### src/rtl/axi_lite_preset_loader.sv
// AXI4-Lite write-only master that copies one preset (C_NUM_REG words) from a synchronous ROM
// into the synth register bank. Optional stall watchdog: define LOADER_TIMEOUT_EN.
module axi_lite_preset_loader #(
   parameter int C_DATA_WIDTH = 32,
   parameter int C_NUM_REG    = 33,
   parameter int C_ADDR_WIDTH = $clog2(C_NUM_REG) + 2,
   parameter int C_NUM_PRESET = 8,
   parameter int C_PSEL_WIDTH = $clog2(C_NUM_PRESET),
   parameter int C_TIMEOUT    = 255
) (
   input  logic                                   s_axi_aclk,
   input  logic                                   s_axi_aresetn,
   input  logic                                   start,
   input  logic [C_PSEL_WIDTH-1:0]                preset_sel,
   output logic                                   busy,
   output logic                                   done,
   output logic                                   err,
   output logic [C_ADDR_WIDTH-3:0]                err_idx,
   output logic [C_PSEL_WIDTH+C_ADDR_WIDTH-3:0]   rom_addr,
   output logic                                   rom_en,
   input  logic [C_DATA_WIDTH-1:0]                rom_data,
   output logic [C_ADDR_WIDTH-1:0]                m_axi_awaddr,
   output logic [2:0]                             m_axi_awprot,
   output logic                                   m_axi_awvalid,
   input  logic                                   m_axi_awready,
   output logic [C_DATA_WIDTH-1:0]                m_axi_wdata,
   output logic [C_DATA_WIDTH/8-1:0]              m_axi_wstrb,
   output logic                                   m_axi_wvalid,
   input  logic                                   m_axi_wready,
   input  logic [1:0]                             m_axi_bresp,
   input  logic                                   m_axi_bvalid,
   output logic                                   m_axi_bready
);

   localparam int IDX_W  = C_ADDR_WIDTH - 2;
   localparam int STRB_W = C_DATA_WIDTH / 8;
   localparam logic [IDX_W-1:0] LAST_IDX = IDX_W'(C_NUM_REG - 1);

   typedef enum logic [2:0] {
      IDLE  = 3'd0,
      FETCH = 3'd1,
      LATCH = 3'd2,
      ISSUE = 3'd3,
      RESP  = 3'd4
   } state_t;

   state_t                    state_r;
   state_t                    state_nxt_s;
   logic [IDX_W-1:0]          idx_r;
   logic [IDX_W-1:0]          idx_nxt_s;
   logic [C_PSEL_WIDTH-1:0]   preset_r;
   logic [C_PSEL_WIDTH-1:0]   preset_nxt_s;
   logic                      busy_r;
   logic                      busy_nxt_s;
   logic                      done_r;
   logic                      done_nxt_s;
   logic                      err_r;
   logic                      err_nxt_s;
   logic [IDX_W-1:0]          err_idx_r;
   logic [IDX_W-1:0]          err_idx_nxt_s;
   logic                      rom_en_r;
   logic                      rom_en_nxt_s;
   logic [C_ADDR_WIDTH-1:0]   awaddr_r;
   logic [C_ADDR_WIDTH-1:0]   awaddr_nxt_s;
   logic                      awvalid_r;
   logic                      awvalid_nxt_s;
   logic [C_DATA_WIDTH-1:0]   wdata_r;
   logic [C_DATA_WIDTH-1:0]   wdata_nxt_s;
   logic                      wvalid_r;
   logic                      wvalid_nxt_s;
   logic                      bready_r;
   logic                      bready_nxt_s;

   logic                      aw_hs_s;
   logic                      w_hs_s;
   logic                      b_hs_s;
   logic                      aw_ok_s;
   logic                      w_ok_s;
   logic                      last_s;
   logic                      bresp_ok_s;
   logic                      timeout_s;

   assign aw_hs_s    = awvalid_r & m_axi_awready;
   assign w_hs_s     = wvalid_r & m_axi_wready;
   assign b_hs_s     = bready_r & m_axi_bvalid;
   // A channel is finished once its valid has dropped or its handshake lands this cycle.
   assign aw_ok_s    = ~awvalid_r | m_axi_awready;
   assign w_ok_s     = ~wvalid_r | m_axi_wready;
   assign last_s     = (idx_r == LAST_IDX);
   assign bresp_ok_s = (m_axi_bresp == 2'b00);

`ifdef LOADER_TIMEOUT_EN
   localparam int WD_W = ($clog2(C_TIMEOUT + 1) > 8) ? $clog2(C_TIMEOUT + 1) : 8;
   logic [WD_W-1:0] wd_cnt_r;

   // Watchdog: counts cycles spent in ISSUE/RESP, restarting on every state change.
   always_ff @(posedge s_axi_aclk or negedge s_axi_aresetn) begin
      if (!s_axi_aresetn) begin
         wd_cnt_r <= {WD_W{1'b0}};
      end else if (state_nxt_s != state_r) begin
         wd_cnt_r <= {WD_W{1'b0}};
      end else if ((state_r == ISSUE) || (state_r == RESP)) begin
         wd_cnt_r <= wd_cnt_r + {{(WD_W-1){1'b0}}, 1'b1};
      end else begin
         wd_cnt_r <= {WD_W{1'b0}};
      end
   end

   assign timeout_s = ((state_r == ISSUE) || (state_r == RESP)) &&
                      (wd_cnt_r == WD_W'(C_TIMEOUT - 1));
`else
   assign timeout_s = 1'b0;
`endif

   // FSM state register.
   always_ff @(posedge s_axi_aclk or negedge s_axi_aresetn) begin
      if (!s_axi_aresetn) begin
         state_r <= IDLE;
      end else begin
         state_r <= state_nxt_s;
      end
   end

   // Next-state logic.
   always_comb begin
      state_nxt_s = state_r;
      case (state_r)
         IDLE: begin
            if (start) begin
               state_nxt_s = FETCH;
            end else begin
               state_nxt_s = IDLE;
            end
         end
         FETCH: state_nxt_s = LATCH;
         LATCH: state_nxt_s = ISSUE;
         ISSUE: begin
            if (aw_ok_s && w_ok_s) begin
               state_nxt_s = RESP;
            end else if (timeout_s) begin
               state_nxt_s = IDLE;
            end else begin
               state_nxt_s = ISSUE;
            end
         end
         RESP: begin
            if (b_hs_s) begin
               if (!bresp_ok_s || last_s) begin
                  state_nxt_s = IDLE;
               end else begin
                  state_nxt_s = FETCH;
               end
            end else if (timeout_s) begin
               state_nxt_s = IDLE;
            end else begin
               state_nxt_s = RESP;
            end
         end
         default: state_nxt_s = IDLE;
      endcase
   end

   // Output / datapath next values; every output is registered from these.
   always_comb begin
      idx_nxt_s     = idx_r;
      preset_nxt_s  = preset_r;
      busy_nxt_s    = busy_r;
      done_nxt_s    = 1'b0;
      err_nxt_s     = err_r;
      err_idx_nxt_s = err_idx_r;
      rom_en_nxt_s  = (state_nxt_s == FETCH);
      awaddr_nxt_s  = awaddr_r;
      awvalid_nxt_s = awvalid_r;
      wdata_nxt_s   = wdata_r;
      wvalid_nxt_s  = wvalid_r;
      bready_nxt_s  = bready_r;
      case (state_r)
         IDLE: begin
            if (start) begin
               preset_nxt_s  = preset_sel;
               idx_nxt_s     = {IDX_W{1'b0}};
               err_nxt_s     = 1'b0;
               err_idx_nxt_s = {IDX_W{1'b0}};
               busy_nxt_s    = 1'b1;
            end else begin
               busy_nxt_s    = 1'b0;
            end
         end
         FETCH: begin
            busy_nxt_s = 1'b1;
         end
         LATCH: begin
            wdata_nxt_s   = rom_data;
            awaddr_nxt_s  = {idx_r, 2'b00};
            awvalid_nxt_s = 1'b1;
            wvalid_nxt_s  = 1'b1;
         end
         ISSUE: begin
            if (aw_hs_s) begin
               awvalid_nxt_s = 1'b0;
            end else begin
               awvalid_nxt_s = awvalid_r;
            end
            if (w_hs_s) begin
               wvalid_nxt_s = 1'b0;
            end else begin
               wvalid_nxt_s = wvalid_r;
            end
            if (state_nxt_s == RESP) begin
               bready_nxt_s = 1'b1;
            end else if (state_nxt_s == IDLE) begin
               awvalid_nxt_s = 1'b0;
               wvalid_nxt_s  = 1'b0;
               err_nxt_s     = 1'b1;
               err_idx_nxt_s = idx_r;
               done_nxt_s    = 1'b1;
               busy_nxt_s    = 1'b0;
            end else begin
               bready_nxt_s  = bready_r;
            end
         end
         RESP: begin
            if (b_hs_s) begin
               bready_nxt_s = 1'b0;
               if (!bresp_ok_s) begin
                  err_nxt_s     = 1'b1;
                  err_idx_nxt_s = idx_r;
                  done_nxt_s    = 1'b1;
                  busy_nxt_s    = 1'b0;
               end else if (last_s) begin
                  done_nxt_s    = 1'b1;
                  busy_nxt_s    = 1'b0;
               end else begin
                  idx_nxt_s     = idx_r + {{(IDX_W-1){1'b0}}, 1'b1};
               end
            end else if (timeout_s) begin
               bready_nxt_s  = 1'b0;
               err_nxt_s     = 1'b1;
               err_idx_nxt_s = idx_r;
               done_nxt_s    = 1'b1;
               busy_nxt_s    = 1'b0;
            end else begin
               bready_nxt_s  = bready_r;
            end
         end
         default: begin
            awvalid_nxt_s = 1'b0;
            wvalid_nxt_s  = 1'b0;
            bready_nxt_s  = 1'b0;
            busy_nxt_s    = 1'b0;
         end
      endcase
   end

   // Output and datapath registers.
   always_ff @(posedge s_axi_aclk or negedge s_axi_aresetn) begin
      if (!s_axi_aresetn) begin
         idx_r     <= {IDX_W{1'b0}};
         preset_r  <= {C_PSEL_WIDTH{1'b0}};
         busy_r    <= 1'b0;
         done_r    <= 1'b0;
         err_r     <= 1'b0;
         err_idx_r <= {IDX_W{1'b0}};
         rom_en_r  <= 1'b0;
         awaddr_r  <= {C_ADDR_WIDTH{1'b0}};
         awvalid_r <= 1'b0;
         wdata_r   <= {C_DATA_WIDTH{1'b0}};
         wvalid_r  <= 1'b0;
         bready_r  <= 1'b0;
      end else begin
         idx_r     <= idx_nxt_s;
         preset_r  <= preset_nxt_s;
         busy_r    <= busy_nxt_s;
         done_r    <= done_nxt_s;
         err_r     <= err_nxt_s;
         err_idx_r <= err_idx_nxt_s;
         rom_en_r  <= rom_en_nxt_s;
         awaddr_r  <= awaddr_nxt_s;
         awvalid_r <= awvalid_nxt_s;
         wdata_r   <= wdata_nxt_s;
         wvalid_r  <= wvalid_nxt_s;
         bready_r  <= bready_nxt_s;
      end
   end

   assign busy          = busy_r;
   assign done          = done_r;
   assign err           = err_r;
   assign err_idx       = err_idx_r;
   assign rom_addr      = {preset_r, idx_r};
   assign rom_en        = rom_en_r;
   assign m_axi_awaddr  = awaddr_r;
   assign m_axi_awprot  = 3'b000;
   assign m_axi_awvalid = awvalid_r;
   assign m_axi_wdata   = wdata_r;
   assign m_axi_wstrb   = {STRB_W{1'b1}};
   assign m_axi_wvalid  = wvalid_r;
   assign m_axi_bready  = bready_r;

endmodule

### config.mk
export PLATFORM = sky130hd
export DESIGN_NAME = axi_lite_preset_loader
export DESIGN_NICKNAME = d
export VERILOG_FILES = /design/src/rtl/axi_lite_preset_loader.sv
export SDC_FILE = /design/constraint.sdc
export NUM_CORES = 1
export LEC_CHECK = 0
export CAP_MARGIN = 30
export CORE_ASPECT_RATIO = 0.9
export CORE_UTILIZATION = 46
export CTS_CLUSTER_DIAMETER = 50
export DETAILED_ROUTE_END_ITERATION = 12
export GPL_TIMING_DRIVEN = 0
export PLACE_DENSITY = 0.87
export SYNTH_ARGS = -nofsm -noshare
export SYNTH_HDL_FRONTEND = slang
export SYNTH_SLANG_ARGS = --single-unit
### constraint.sdc
create_clock -name s_axi_aclk -period 5.4 [get_ports s_axi_aclk]
set_input_delay 1.08 -clock s_axi_aclk [delete_from_list [all_inputs] [get_ports s_axi_aclk]]
set_output_delay 1.08 -clock s_axi_aclk [all_outputs]
set_load 0.02 [all_outputs]
# After elaboration in Yosys (flattened, before gate mapping)
# Cells that the tools add are included.
[word_totals]
latch_bits = 0
n_memories = 0
out_inout_bits = 69
romBits = 0
wordCells = 99
regBits = 63
inputBits = 43
mem_bits_rw = 0
[op_classes]
n_shift = 0
multipliers = 0
n_reduce_logical = 15
magnitude_cmp = 0
n_addsub = 1
n_eq_ne = 16
bitwise = 9
mux = 45
div_mod_pow = 0
[ops]
columns = ["op", "n"]
rows = [
  ["$mux W6", 8],
  ["$mux W1", 26],
  ["$pmux W6 S3", 1],
  ["$ne A2 B2 Y1 const B", 8],
  ["$pmux W3 S5", 1],
  ["$pmux W1 S3", 4],
  ["$pmux W6 S2", 1],
  ["$reduce_and A5 Y1", 2],
  ["$add A6 B1 Y6 const B", 1],
  ["$eq A3 B1 Y1 const B", 2],
  ["$eq A3 B2 Y1 const B", 2],
  ["$eq A3 B3 Y1 const B", 2],
  ["$eq A6 B6 Y1 const B", 1],
  ["$logic_not A3 Y1", 2],
  ["$mux W3", 2],
  ["$reduce_and A6 Y1", 1],
  ["$reduce_or A3 Y1", 2],
  ["$pmux W1 S5", 1],
  ["$not A1 Y1", 4],
  ["$and A1 B1 Y1", 3],
  ["$ne A3 B3 Y1 const B", 1],
  ["$reduce_and A3 Y1", 1],
  ["$reduce_bool A3 Y1", 1],
  ["$logic_not A2 Y1", 1],
  ["other kinds (7)", 8],
]

# Longest topological paths before layout
# Gate-level depths: netlist of the first run.
[logic_depth]
word_depth = 10
depth_mapped = 8
mapped_depth_nobuf = 8

# Worst setup path after synthesis of the first run
# OpenSTA, ideal clock, no wires.
[synth_path]
path_type = "in2reg"
from = "in m_axi_awready"
to = "reg idx_r[3]"
path_slack_ns = 3.132
arrival_ns = 2.202
path_buffers = 0
stages = 5
setup_time_ns = 0.066
required_ns = 5.334
path_cell_list = "or2b_2 -> a21oi_4 -> a211oi_4 -> or4_1 -> nand2_1"
[synth_rtl]
columns = ["element", "line", "source"]
rows = [
  ["from (decl)", "25", "input logic m_axi_awready,"],
  ["to (signal assigned)", "258", "idx_r <= {IDX_W{1'b0}};"],
  ["to (signal assigned)", "271", "idx_r <= idx_nxt_s;"],
  ["to (decl)", "49", "logic [IDX_W-1:0] idx_r;"],
]

# Final worst setup path of the first run
[layout_path]
from = "reg idx_r[3]"
to = "out rom_addr[3]"
[layout_rtl]
columns = ["element", "line", "source"]
rows = [
  ["to (decl)", "19", "output logic [C_PSEL_WIDTH+C_ADDR_WIDTH-3:0] rom_addr,"],
]
# No word-level cell between the ends.

==> out/results.ini, run 1 <==
[layout]
mostFrequentLayoutCell=nand2_1
final_nets=452
area_delta_synth_final_pct=49.3
diodes=0
drive_gt1_share_pct=10.9
final_cell_mix=nand2_1 (130), clkdlybuf4s50_1 (101), dfrtp_1 (63), clkbuf_8 (11), clkbuf_1 (11)
fillers=431

[critical_path]
path_buf_inv=1
critical_path_arrival_ps=1500
critPathMaxStageDelay_ps=670
crit_family=buffers and inverters
start_kind=flip-flop
worstPathRequired_ps=4320
crit_path_top_delay_cell=clkdlybuf4s50_1
critPathMaxFanout=8
worstSetupPathType=flip-flop to primary output
crit_chain=clkdlybuf4s50_1
crit_path_end_kind=primary output

[route]
first_pass_iters=4
via_per_inst=4.86
drc=0
wirelength_mm=6.27
initialDrtViolationCount=68
antenna_left=0
wl_per_cell_um=13.0
dr_total_vias=2343

[global_route]
grt_antenna_before_repair=0
track_usage_pct=21.6
grt_pass1_vias=2271
grt_max_degree=42
overflow=0
grt_pass1_wl_mm=10.5

[yosys]
synthCells=286
synth.ff_latch_count=63
synth_area_per_cell_um2=9.51
synth-seq-area-share_pct=58.0
synth_area_um2=2720
yosys_warnings=0
synthDistinctLibCells=41
synthFlopType=dfrtp_1
synthArstFlopShare_pct=100
synth-edff-count=0

[die]
io_pins=112
rows=26
coreArea_um2=5690
start_util_pct=47.8
design.die.area_um2=6220
die_x_um=83.0
dieHeight_um=74.9

[timing]
worst_pin_slew_ps=738
slew_viol_final=0
clock_skew_ps=10.3
min_period_ps=2580
max_freq_mhz=387
setup_viol=0
relSlewSlack_pct=50.4
fin_crit_sh_pct=47.8
rsz0062_at_grt=false
hold_violations=0
final.setup.tns_ps=0
setup_slack_ps=2820

[clock_network]
holdBufCountCts=0
clockBufferDepth=2
numClockSinks=63
insertion_delay_ps=340
cts_tree=built
cts-resized-gates=0
root_buffer=clkbuf_8
numCtsBuffers=9
cts_htree_levels=3
cts.clk_slew.worst_paths_ps=70
cts_setup_buffers=0

[placed_design]
dpl.hpwl_mm=4.57
gp_congestion=0.786
portBuffers=102
pre_cts_ws_ps=2550

[outcome]
outcome=completed

[run]
drv_cap=0

[pwr]
p_leak_nw=1.93
peakVddDrop_mv=0.322
power_density_nw_per_um2=560

[hold_path]
hold_path.class=flip-flop to flip-flop

==> final cells by class <==
cell class	count	area [µm²]	area share (%)
clock inverters	3	42.5	1.05
well taps	70	87.6	2.16
clock buffers	13	149	3.67
plain buffers	20	128	3.14
inverters	3	11.3	0.277
flip-flops and latches	63	1580	38.8
repair buffers	103	1040	25.5
multi-input cells	207	1030	25.4
==> report_power, final <==
group	switching, mW	internal (mW)
Sequential	0.100	0.646
Combinational	0.637	0.484
Clock	0.179	0.226
==> routing by layer <==
layer	GRT usage (%)	part of all wire (%)	up-vias
li1	-	-	1146
met1	27.3	43	1091
met2	34.6	46	95
met3	7.57	8.4	11
met4	9.39	1.8	0
met5	0	0	-
==> cell families after synthesis <==
group	count (synthesis)	share of synthesized area [%]
other cells	2	0.276
flops	63	58.0
fa+ha+maj	2	0.920
buf+inv	23	5.11
compound gates	31	9.25
simple gates	165	26.5
==> cell usage after synthesis, drive strengths merged, types with 3 or more instances <==
master,count,area share [%]
o21ai,11,2.3
clkbuf,9,1.6
a21oi,6,1.9
nor2,8,1.3
nand2,130,18
dfrtp,63,58
or3,3,0.69
buf,11,3.1
nand3,5,0.92
a22o,6,2.0
nor3,3,0.97
inv,3,0.41
and2,3,0.78
==> per-stage QoR <==
step | power (mW) | area (µm²) | hold slack, ps | cells | util, %
final | 2.27 | 4060 | 474 | 482 | 71.3
after global routing | 2.44 | 4060 | 491 | 482 | 71.3
after CTS | 2.29 | 4060 | 478 | 482 | 71.3
after detailed placement | 1.89 | 3870 | 461 | 466 | 68.0
after global placement | 1.85 | 3850 | 456 | 465 | 67.7
after floorplan | 1.40 | 2750 | 553 | 293 | -
==> flip-flops by register name, summed over array words and instances, names as in the netlist, 3 cells and up <==
register / flops
err_idx: 6
idx_r: 6
m_axi_awaddr: 6
m_axi_wdata: 32
preset_r: 3
state_r: 3
==> final timing paths <==
check	startpoint	end	slack, ps	cells past startpoint
max reg2reg	idx_r[0]$_DFFE_PN0P_	idx_r[3]$_DFFE_PN0P_	3370	7
max in group asynchronous	s_axi_aresetn	m_axi_wdata[15]$_DFFE_PN0P_	4080	2
min reg2reg	m_axi_wdata[27]$_DFFE_PN0P_	m_axi_wdata[27]$_DFFE_PN0P_	470	2
min	m_axi_wdata[27]$_DFFE_PN0P_	m_axi_wdata[27]$_DFFE_PN0P_	470	2
max	idx_r[3]$_DFFE_PN0P_	rom_addr[3]	2820	1
min in group asynchronous	s_axi_aresetn	busy$_DFFE_PN0P_	730	1
Note: power is estimated with default switching activity, not from simulation.
==> run 2, diff against run 1 <==
--- a/config.mk
+++ b/config.mk
@@ -7,11 +7,11 @@
 export LEC_CHECK = 0
 export CAP_MARGIN = 30
 export CORE_ASPECT_RATIO = 0.9
-export CORE_UTILIZATION = 46
+export CORE_UTILIZATION = 43
 export CTS_CLUSTER_DIAMETER = 50
 export DETAILED_ROUTE_END_ITERATION = 12
 export GPL_TIMING_DRIVEN = 0
-export PLACE_DENSITY = 0.87
+export PLACE_DENSITY = 0.82
 export SYNTH_ARGS = -nofsm -noshare
 export SYNTH_HDL_FRONTEND = slang
 export SYNTH_SLANG_ARGS = --single-unit
==> constraint.sdc (replaced) <==
create_clock -name s_axi_aclk -period 2.6 [get_ports s_axi_aclk]
set_input_delay 0.52 -clock s_axi_aclk [delete_from_list [all_inputs] [get_ports s_axi_aclk]]
set_output_delay 0.52 -clock s_axi_aclk [all_outputs]
set_load 0.02 [all_outputs]
==> out/results.ini, run 2 (synthesis gave the netlist of run 1 again) <==
[critical_path]
crit_path_top_delay_cell=or4_1
worstSetupPathType=flip-flop to flip-flop
worst_r2r_endpoint=idx_r[2]$_DFFE_PN0P_
start_kind=flip-flop
critical_path_arrival_ps=2330  ; +830 ps
reg2reg_slack_ps=540  ; -2830 ps
worstReg2RegStart=idx_r[0]$_DFFE_PN0P_
crit_family=simple AND/OR/NAND/NOR gates
path_buf_inv=1  ; unchanged
critPathMaxFanout=10  ; +2
ff2ff_path_depth=7  ; unchanged
critPathMaxStageDelay_ps=520  ; -150 ps
crit_path_end_kind=flip-flop
crit_chain=inv_1 > ha_1 > nor4b_2 > a21boi_2 > a211oi_4 > or4_1 > nand2_1
worstPathRequired_ps=2870  ; -1450 ps

[clock_network]
numCtsBuffers=9  ; unchanged
cts_htree_levels=3  ; unchanged
cts_setup_buffers=0  ; unchanged
numClockSinks=63  ; unchanged
cts-resized-gates=0  ; unchanged
cts_tree=built
clockBufferDepth=2  ; unchanged
cts.clk_slew.worst_paths_ps=70  ; about the same
insertion_delay_ps=330  ; about the same
root_buffer=clkbuf_8
holdBufCountCts=0  ; unchanged

[timing]
setup_slack_ps=540  ; -2280 ps
clock_skew_ps=10.7  ; +0.394 ps
min_period_ps=2060
slew_viol_final=0  ; unchanged
fin_crit_sh_pct=79.2
rsz0062_at_grt=false
hold_violations=0  ; unchanged
relSlewSlack_pct=52.3  ; +1.9 points
max_freq_mhz=486
worst_pin_slew_ps=710  ; -28.2 ps
setup_viol=0  ; unchanged

[die]
dieHeight_um=77.4  ; +3.3%
start_util_pct=44.5  ; -3.3 points
die_x_um=85.8  ; +3.3%
rows=27  ; +3.8%
design.die.area_um2=6650  ; +6.8%
io_pins=112  ; unchanged
coreArea_um2=6110  ; +7.4%

[run]
drv_cap=0  ; unchanged

[placed_design]
gp_congestion=0.777  ; -1.1%
place_area_um2=3890  ; +0.55%
pre_cts_ws_ps=301  ; -2250 ps
portBuffers=102  ; unchanged
dpl.hpwl_mm=4.68  ; +2.4%

[route]
via_per_inst=4.70  ; -3.3%
first_pass_iters=6  ; +2
wl_per_cell_um=12.7  ; -2.2%
drc=0  ; unchanged
antenna_left=0  ; unchanged
dr_total_vias=2346  ; +0.13%
wirelength_mm=6.34  ; +1.3%
initialDrtViolationCount=99  ; +46%

[global_route]
overflow=0  ; unchanged
grt_antenna_before_repair=0  ; unchanged
grt_pass1_vias=2320  ; +2.2%
grt_max_degree=36  ; -14%
track_usage_pct=21.1  ; -0.48 points
grt_pass1_wl_mm=10.8  ; +3.6%

[layout]
mostFrequentLayoutCell=nand2_1
fillers=486  ; +13%
final_cell_area_um2=4110  ; +1.3%
diodes=0  ; unchanged
final_nets=452  ; unchanged
largest_register_ffs=32  ; unchanged
drive_gt1_share_pct=11.2  ; +0.24 points
area_delta_synth_final_pct=51.3
final_cell_mix=nand2_1 (130), clkdlybuf4s50_1 (101), dfrtp_1 (63), clkbuf_8 (12), clkbuf_1 (10)

[pwr]
power_frac_seq_pct=32.1  ; -0.7 points
p_leak_nw=1.95  ; +1.0%
power_density_nw_per_um2=1180  ; +110%
pwr-share-comb_pct=48.2  ; -1.2 points
power_frac_clock_pct=19.7  ; +1.9 points
power_mw=4.83  ; +110%
sw_frac_of_total_pct=39.2  ; -1.1 points
p_int_mw=2.94  ; +120%
p_sw_mw=1.90  ; +110%
peakVddDrop_mv=0.689  ; +110%

[hold_path]
hold_path.class=input port to asynchronous set/reset pin

[outcome]
outcome=completed

## run 2: changes by cell type in the layout (fill, tap and decap cells not counted)
| cell | change |
|---|---|
| clkbuf_1 | -1 |
| bufinv_16 | +1 |
| clkinvlp_4 | -1 |
| clkbuf_8 | +1 |
## run 2: worst register-to-register path, cell delays in order (launching register included)
cell	delay [ps]
dfrtp_1	420
inv_1	120
ha_1	220
nor4b_2	160
a21boi_2	330
a211oi_4	160
or4_1	520
nand2_1	80
## run 2: how the worst max path moves through the flow
| stage | start | endpoint | slack [ps] | cells past startpoint |
|---|---|---|---|---|
| after floorplan | idx_r[0]$_DFFE_PN0P_ | idx_r[3]$_DFFE_PN0P_ | 620 | 7 |
| after global placement | s_axi_aresetn | m_axi_wdata[11]$_DFFE_PN0P_ | -1000 | 1 |
| after detailed placement | m_axi_bresp[1] | idx_r[2]$_DFFE_PN0P_ | 300 | 6 |
| after CTS | idx_r[0]$_DFFE_PN0P_ | idx_r[2]$_DFFE_PN0P_ | 530 | 7 |
| after global routing | idx_r[0]$_DFFE_PN0P_ | idx_r[5]$_DFFE_PN0P_ | 330 | 7 |
| final | idx_r[0]$_DFFE_PN0P_ | idx_r[2]$_DFFE_PN0P_ | 540 | 7 |
## run 2: per-stage QoR
stage | hold WS, ps | std cells | utilization [%] | setup TNS [ps]
final | 216 | 499 | 67.3 | 0
after global routing | 244 | 499 | 67.3 | 0
after CTS | 229 | 499 | 67.3 | 0
after detailed placement | 461 | 483 | 63.6 | 0
after global placement | 457 | 482 | 63.4 | -62580
after floorplan | 224 | 293 | - | 0
## run 2: cell type report
class	count	area (µm²)	share of cell area [%]
Sequential cell	63	1580	38.3
Timing Repair Buffer	103	1040	25.2
Multi-Input combinational cell	207	1030	25.0
Clock buffer	13	159	3.86
Buffer	20	128	3.10
Tap cell	87	109	2.65
Clock inverter	3	65.1	1.58
Inverter	3	11.3	0.274
## run 2: power by group through the flow
stage	Combinational [mW]	Sequential (mW)	Clock (mW)
after floorplan	0.961	1.94	0
after global placement	2.29	1.55	0
after detailed placement	2.35	1.57	0
after CTS	2.36	1.56	0.969
after global routing	2.56	1.60	1.03
final	2.33	1.55	0.951
## run 2: metal layers
layer / GRT usage, % / part of all wire, % / vias to the layer above
met1: 26.3 / 44 / 1095
met4: 7.33 / 1.6 / 0
met2: 32.9 / 47 / 88
met3: 9.15 / 8.1 / 9
met5: 0 / 0 / -
li1: - / - / 1154
==> run 3, diff against run 2 <==
==> constraint.sdc (replaced) <==
create_clock -name s_axi_aclk -period 1.9 [get_ports s_axi_aclk]
set_input_delay 0.38 -clock s_axi_aclk [delete_from_list [all_inputs] [get_ports s_axi_aclk]]
set_output_delay 0.38 -clock s_axi_aclk [all_outputs]
set_load 0.02 [all_outputs]
==> out/results.ini, run 3 (synthesis gave the netlist of run 1 again) <==
[global_route]
grt_pass1_vias=2316  ; -0.17%
grt_antenna_before_repair=0  ; unchanged
grt_pass1_wl_mm=10.6  ; -2.1%
grt_max_degree=33  ; -8.3%
overflow=0  ; unchanged
track_usage_pct=20.5  ; -0.65 points

[layout]
largest_register_ffs=32  ; unchanged
final_core_util_pct=68.0  ; +0.74 points
area_delta_synth_final_pct=53.0
mostFrequentLayoutCell=nand2_1
drive_gt1_share_pct=17.0  ; +5.9 points
finalNonFillerCells=504  ; +1.0%
diodes=0  ; unchanged
final_cell_mix=nand2_1 (130), clkdlybuf4s50_1 (101), dfrtp_1 (58), buf_4 (13), clkbuf_8 (11)
final_nets=457  ; +1.1%

[die]
die_x_um=85.8  ; unchanged
design.die.area_um2=6650  ; unchanged
coreArea_um2=6110  ; unchanged
start_util_pct=44.5  ; unchanged
dieHeight_um=77.4  ; unchanged
io_pins=112  ; unchanged
rows=27  ; unchanged

[placed_design]
dpl.hpwl_mm=4.42  ; -5.6%
dp.cells=483  ; unchanged
gp_congestion=0.797  ; +2.5%
portBuffers=102  ; unchanged

[timing]
min_period_ps=1880  ; -184 ps
rsz0062_at_grt=true
fin_crit_sh_pct=98.7  ; +20 points
setup_viol=0  ; unchanged
relSlewSlack_pct=38.0  ; -14 points
clock_skew_ps=7.14  ; -3.55 ps
worst_pin_slew_ps=923  ; +213 ps
hold_violations=0  ; unchanged
max_freq_mhz=533  ; +9.8%
slew_viol_final=0  ; unchanged

[clock_network]
cts.clk_slew.worst_paths_ps=70  ; about the same
insertion_delay_ps=330  ; about the same
holdBufCountCts=0  ; unchanged
root_buffer=clkbuf_8
numClockSinks=63  ; unchanged
cts_htree_levels=3  ; unchanged
cts_tree=built
clockBufferDepth=2  ; unchanged
numCtsBuffers=9  ; unchanged

[route]
wl_per_cell_um=12.6  ; -0.99%
drc=0  ; unchanged
initialDrtViolationCount=150  ; +52%
first_pass_iters=6  ; unchanged
via_per_inst=4.71  ; +0.19%
antenna_left=0  ; unchanged
wirelength_mm=6.34  ; unchanged
dr_total_vias=2374  ; +1.2%

[outcome]
outcome=completed

[pwr]
power_density_nw_per_um2=1560  ; +33%
p_leak_nw=1.99  ; +2.1%
peakVddDrop_mv=0.803  ; +16%

[run]
drv_cap=0  ; unchanged

[critical_path]
worstSetupPathType=flip-flop to flip-flop
start_kind=flip-flop
worstPathRequired_ps=2170  ; -700 ps
critPathMaxFanout=10  ; unchanged
crit_path_end_kind=flip-flop
critical_path_arrival_ps=2140  ; -190 ps

[hold_path]
hold_path.class=input port to asynchronous set/reset pin

run 3: final cells by class:
| type | instances | area [µm²] |
|---|---|---|
| Fill cell | 502 | 1960 |
| Sequential cell | 63 | 1580 |
| Timing Repair Buffer | 108 | 1090 |
| Multi-Input combinational cell | 207 | 1050 |
| Clock buffer | 10 | 138 |
| Buffer | 20 | 136 |
| Tap cell | 87 | 109 |
| Clock inverter | 6 | 45.0 |
| Inverter | 3 | 11.3 |
run 3: where the power goes:
part	switching [mW]	internal [mW]
sequential	0.294	1.84
clock	0.538	0.515
combinational	1.83	1.48
total	2.66	3.83
run 3: final timing paths:
check / cells after the start / slack [ps] / from / endpoint
worst min-delay path: 1 / 100 / s_axi_aresetn / err_idx[0]$_DFFE_PN0P_
min in group s_axi_aclk: 2 / 470 / m_axi_wdata[17]$_DFFE_PN0P_ / m_axi_wdata[17]$_DFFE_PN0P_
worst max register to register: 8 / 20 / idx_r[1]$_DFFE_PN0P_ / idx_r[2]$_DFFE_PN0P_
max in group asynchronous: 2 / 1180 / s_axi_aresetn / m_axi_wdata[12]$_DFFE_PN0P_
worst min register to register: 2 / 470 / m_axi_wdata[17]$_DFFE_PN0P_ / m_axi_wdata[17]$_DFFE_PN0P_
worst max-delay path: 8 / 20 / idx_r[1]$_DFFE_PN0P_ / idx_r[2]$_DFFE_PN0P_
run 3: per-layer routing:
layer	global-route usage, %	wire length (µm)
met1	26.6	2790
met5	0	0
met4	6.50	72
met3	7.45	508
met2	32.0	2980
run 3: critical path: stages, from the launching register on:
cell      delay, ps
dfrtp_2         390
inv_2            60
ha_2            170
nor4b_4         130
a21boi_2        230
a211oi_4        100
buf_12          150
or4_4           500
nand2_1          70
run 3: stage by stage:
stage          hold slack, ps  TNS [ps]  setup slack [ps]  power, mW  instance area (µm²)
6_report                 98.0         0              24.1       6.49                 4160
5_1_grt                   135      -314             -81.6       6.98                 4160
4_1_cts                   107         0              3.11       6.43                 4090
3_5_place_dp              461     -2390              -270       5.34                 3890
3_3_place_gp              457   -100840             -1800       5.25                 3880
2_1_floorplan            84.4         0              1.27       3.98                 2750
run 3: timing repair:
action	CTS	global route
pin swaps	2	5
cloned	0	0
setup buffers	1	5
gates resized for setup	2	22
setup endpoints to repair	37	49
==> variant 1, RTL diff (config.mk and constraints of run 2) <==
Add a define of `LOADER_TIMEOUT_EN`.
--- a/src/rtl/axi_lite_preset_loader.sv
+++ b/src/rtl/axi_lite_preset_loader.sv
@@ -1,5 +1,7 @@
 // AXI4-Lite write-only master that copies one preset (C_NUM_REG words) from a synchronous ROM
 // into the synth register bank. Optional stall watchdog: define LOADER_TIMEOUT_EN.
+`define LOADER_TIMEOUT_EN
+
 module axi_lite_preset_loader #(
    parameter int C_DATA_WIDTH = 32,
    parameter int C_NUM_REG    = 33,
Function: same outputs for any inputs over 10 cycles, from zero or initial values and one cycle with s_axi_aresetn low; that may be too few to reach the edited logic, so the function may still have changed.
==> variant 1 against run 2 <==
Cell area up 10%; largest cell class unchanged; combinational power up 5%; clock skew down 1.8 ps; via count up 3.8%; die area up 16%; power up 6.6%; core utilization down 3.1 points; register-to-register slack worse by 100 ps; critical endpoint is now err_idx[2]; critical path type is now in -> reg; wire length up 6.4%; sequential cell count up 8; worst setup slack worse by 180 ps; synthesized area up 16%.
==> variant 1: results (changes against run 2) <==
- Fraction of layout cells with a size suffix above 1: 0.110 (was 0.112)
- Synth cell types: 50 (was 41)
- PortBufs: 102 (unchanged)
- Critical path origin: start (was idx_r[0])
- Initial antenna violation count: 0 (unchanged)
- Detailed Place HPWL: 4970 um (was 4680 um)
- YS warnings: 0 (unchanged)
- Nets: 432 (was 452)
- Synth Flop Type: dfrtp_1 (unchanged)
- Post_cts resized: 0 (unchanged)
- First-pass DRT Iterations: 4 (was 6)
- Clk buf depth: 2 (unchanged)
- Worst slack, placed: -5.29 ps (was 301 ps)
- Final WS setup: 364 ps (was 540 ps)
- Gr usage total: 0.192 (was 0.211)
- Fraction of registers with async set/reset: 1.00 (unchanged)
- Diodes inserted: 0 (unchanged)
- Worst R2R Start: idx_r[0] (unchanged)
- Seq/Total Area, Yosys: 0.563 (was 0.580)
- First-pass GRT wire length: 11500 um (was 10800 um)
- Synth top area cells: dfrtp_1 (56%), mux2_1 (11%), nand2_1 (3.3%) (was dfrtp_1 (58%), nand2_1 (18%), buf_4 (2.5%))
- Iter 0 DRT Violations: 55 (was 99)
- Aggregate routed wire length: 6750 um (was 6340 um)
- VDD IR-drop max: 0.542 mV (was 0.689 mV)
- Setup Skew: 8.86 ps (was 10.7 ps)
- Setup bufs post-CTS: 0 (unchanged)
- Hold Path Class: in -> async (unchanged)
- Slew margin rel.: 0.418 (was 0.523)
- R2R depth: 6 (was 7)
- Status: finished, final reports clean (unchanged)
- Crit path max fanout: 7 (was 10)
- Routed vias/inst: 5.04 (was 4.70)
- Clk_lat worst skew: 330 ps (about the same)
- R2R setup slack: 440 ps (was 540 ps)
- Clk slew on worst S/H paths: 70 ps (about the same)
- Post-synth top cells: dfrtp_1 (71), mux2_1 (31), nand2_1 (28), nor2_1 (13), inv_1 (11) (was nand2_1 (130), dfrtp_1 (63), buf_4 (9), o21ai_0 (9), clkbuf_1 (8))
- Largest net degree at the start of global routing: 72 (was 36)
- Worst setup path end: err_idx[2] (was idx_r[2])
- Root Driver: clkbuf_8 (unchanged)
- Max FFs per register: 32 (unchanged)
- CTS Buf Count: 9 (unchanged)
- DRC viols: 0 (unchanged)
- Leakage: 1.95 nW (about the same)
- RD Place Congestion: 0.793 (was 0.777)
- H-tree Lvls: 3 (unchanged)
- Critical R2R Capture: idx_r[2] (unchanged)
- Vias in the first global route: 2434 (was 2320)
[variant 1: area by class of cell]
cell class              instances  area [um^2]
clock buffers                  13          159
clock inverters                 3         65.1
repair buffers                102         1020
fillers                       574         2530
multi-input cells             171         1250
flip-flops and latches         71         1780
inverters                      11         41.3
well taps                      93          116
plain buffers                  19          115
[variant 1: stage by stage]
stage	hold WS [ps]	area [um^2]	TNS, ps	instances
after floorplan	224	3180	0	272
after global placement	460	4320	-96440	467
after detailed placement	464	4320	-7.28	467
after CTS	324	4540	0	483
after global routing	363	4540	0	483
final	302	4540	0	483
[variant 1: logic make-up (layout without fill, tap and decap cells)]
group / count (synthesis) / after routing / synth area share
fa+ha+maj: 4 / 4 / 0.0158
other cells: 2 / 9 / 0.00238
mux: 40 / 40 / 0.143
buf+inv: 30 / 148 / 0.0495
flops: 71 / 71 / 0.563
compound gates: 39 / 39 / 0.0864
xor+xnor: 6 / 6 / 0.0166
simple gates: 73 / 73 / 0.123
[variant 1: worst min-delay path by stage]
stage | startpoint | endpoint | slack, ps | cells after the start
2_1_floorplan | s_axi_aresetn | busy | 220 | 0
3_3_place_gp | preset_r[0] | preset_r[0] | 460 | 2
3_5_place_dp | preset_r[1] | preset_r[1] | 460 | 2
4_1_cts | s_axi_aresetn | err_idx[5] | 320 | 1
5_1_grt | s_axi_aresetn | err_idx[5] | 360 | 1
6_report | s_axi_aresetn | err_idx[5] | 300 | 1
[variant 1: worst max-delay path, cell delays in order]
cell and delay [ps]:
clkdlybuf4s50_1 470, or4b_4 470, o211a_1 170, a211oi_4 480, mux2_4 340
[variant 1: power by group]
group	switching, W	internal, W	total (W)	leakage [nW]
Sequential	0.000228	0.00150	0.00173	0.893
Clock	0.000386	0.000592	0.000978	0.114
Combinational	0.00125	0.00119	0.00245	0.942
Total	0.00187	0.00329	0.00515	1.95
[variant 1: metal layers]
metal | vias up | routed length (um) | share of wire | track usage
met5 | - | 0 | 0 | 0
met4 | 0 | 163 | 0.024 | 0.0952
met3 | 14 | 416 | 0.062 | 0.0458
met2 | 93 | 3250 | 0.48 | 0.306
met1 | 1186 | 2930 | 0.43 | 0.243
li1 | 1141 | - | - | -
==> variant 2, RTL diff (config.mk and constraints of run 2) <==
Made on the original files. Re-encode `state_t` (5 states) as one-hot, 5 bits wide.
--- a/src/rtl/axi_lite_preset_loader.sv
+++ b/src/rtl/axi_lite_preset_loader.sv
@@ -36,12 +36,12 @@
    localparam int STRB_W = C_DATA_WIDTH / 8;
    localparam logic [IDX_W-1:0] LAST_IDX = IDX_W'(C_NUM_REG - 1);
 
-   typedef enum logic [2:0] {
-      IDLE  = 3'd0,
-      FETCH = 3'd1,
-      LATCH = 3'd2,
-      ISSUE = 3'd3,
-      RESP  = 3'd4
+   typedef enum logic [4:0] {
+      IDLE  = 5'b00001,
+      FETCH = 5'b00010,
+      LATCH = 5'b00100,
+      ISSUE = 5'b01000,
+      RESP  = 5'b10000
    } state_t;
 
    state_t                    state_r;
Function: same outputs for any inputs over 10 cycles, from zero or initial values and one cycle with s_axi_aresetn low; not proved beyond that.
==> variant 2 against run 2 <==
Global-route usage is 1.7 points lower; synthesized area rose by 6.8%; core utilization fell by 2.7 points; cell area rose by 2.8%; critical path depth is 6 lower; wire length grew 1.2%; combinational power fell by 19%; power down 14%; worst setup slack gained 16 ps; sequential cell count grew 2; critical path type is now reg -> out; largest power group unchanged.
==> variant 2: results (changes against run 2) <==
- Fraction of layout cells with a size suffix above 1: 0.226 (was 0.112)
- R2R depth: 6 (was 7)
- GR Layer Usage met3: 0.0714 (was 0.0915)
- Largest net degree at the start of global routing: 66 (was 36)
- Synth Area in XOR/XNOR: 0.00603 (was 0)
- Crit path max fanout: 8 (was 10)
- Met2 Track Usage GR: 0.328 (was 0.329)
- Mux share of post-synthesis cell area: 0.164 (was 0)
- Met1 usage: 0.218 (was 0.263)
- Setup bufs post-CTS: 0 (unchanged)
- Post-synth top cells: dfrtp_1 (64), mux2_2 (36), nand2_1 (23), inv_1 (13), o21ai_0 (13) (was nand2_1 (130), dfrtp_1 (63), buf_4 (9), o21ai_0 (9), clkbuf_1 (8))
- RD Place Congestion: 0.793 (was 0.777)
- H-tree Lvls: 3 (unchanged)
- Area post-placement: 0.00406 mm^2 (was 0.00389 mm^2)
- Hold_buf cts: 0 (unchanged)
- Initial antenna violation count: 0 (unchanged)
- Detailed Place HPWL: 4630 um (was 4680 um)
- YS warnings: 0 (unchanged)
- Iter 0 DRT Violations: 91 (was 99)
- Wl on met1: 2620 um (was 2770 um)
- Delay-heaviest family, CP: buffers and inverters (was simple AND/OR/NAND/NOR gates)
- Critical path arrival: 1520 ps (was 2330 ps)
- First-pass DRT Iterations: 5 (was 6)
- Synth Flop Type: dfrtp_1 (unchanged)
- DR WL/cell: 14.3 um (was 12.7 um)
- DR WL met2: 3230 um (was 2960 um)
- Root Driver: clkbuf_8 (unchanged)
- Worst R2R Start: idx_r[0] (unchanged)
- Synth cell types: 43 (was 41)
- Status: finished, final reports clean (unchanged)
- Top Metal Used: met4 (unchanged)
- Fraction of registers with async set/reset: 1.00 (unchanged)
- Synth top area cells: dfrtp_1 (55%), mux2_2 (14%), nand2_1 (3.0%) (was dfrtp_1 (58%), nand2_1 (18%), buf_4 (2.5%))
- CTS Buf Count: 9 (unchanged)
- Critical R2R Capture: idx_r[3] (was idx_r[2])
- Fillers: 507 (was 486)
- Vias in the first global route: 2301 (was 2320)
- Critical path origin: idx_r[3] (was idx_r[0])
- Via count: 2201 (was 2346)
- First-pass GRT wire length: 10300 um (was 10800 um)
- VDD IR-drop max: 0.630 mV (was 0.689 mV)
- Slowest stage delay, CP: 680 ps (was 520 ps)
- Hold Path Class: in -> async (unchanged)
- Gr usage total: 0.195 (was 0.211)
- Setup Skew: 3.84 ps (was 10.7 ps)
- Seq/Total Area, Yosys: 0.561 (was 0.580)
- Slowest CP cell: clkdlybuf4s50_1 (was or4_1)
- Synth Area in Compound Gates: 0.0832 (was 0.0925)
- Nets: 402 (was 452)
- Routed wl met3: 472 um (was 514 um)
- Max FFs per register: 32 (unchanged)
- Leakage: 1.85 nW (was 1.95 nW)
- R2R setup slack: 680 ps (was 540 ps)
- Fin Hold WS: 267 ps (was 216 ps)
- Worst setup path end: rom_addr[3] (was idx_r[2])
- Slew margin rel.: 0.455 (was 0.523)
- Adder-Cell Fraction of Synth Area: 0.00862 (was 0.00920)
==> variant 2: worst register-to-register path, delay by kind of cell (launching register included) <==
kind	cells	cell delay [ps]
flops	1	440
buf+inv	1	120
simple gates	2	660
compound gates	2	420
fa+ha+maj	1	210
==> variant 2: layout make-up <==
class	count	area, um^2	share of cell area
Buffer	18	131	0.0311
Timing Repair Buffer	102	1020	0.241
Sequential cell	65	1630	0.385
Tap cell	90	113	0.0266
Clock buffer	13	169	0.0399
Multi-Input combinational cell	148	1120	0.265
Inverter	13	48.8	0.0115
==> variant 2: metrics by stage <==
step	setup WS, ps	util	cells
after global routing	502	0.646	449
final	556	0.646	449
after global placement	-1140	0.620	436
after floorplan	726	-	244
after detailed placement	350	0.620	436
after CTS	541	0.646	449
==> variant 2: power breakdown <==
| group | switching (W) | internal (W) |
|---|---|---|
| clock network | 0.000346 | 0.000409 |
| registers | 0.000182 | 0.00135 |
| logic | 0.000914 | 0.000967 |
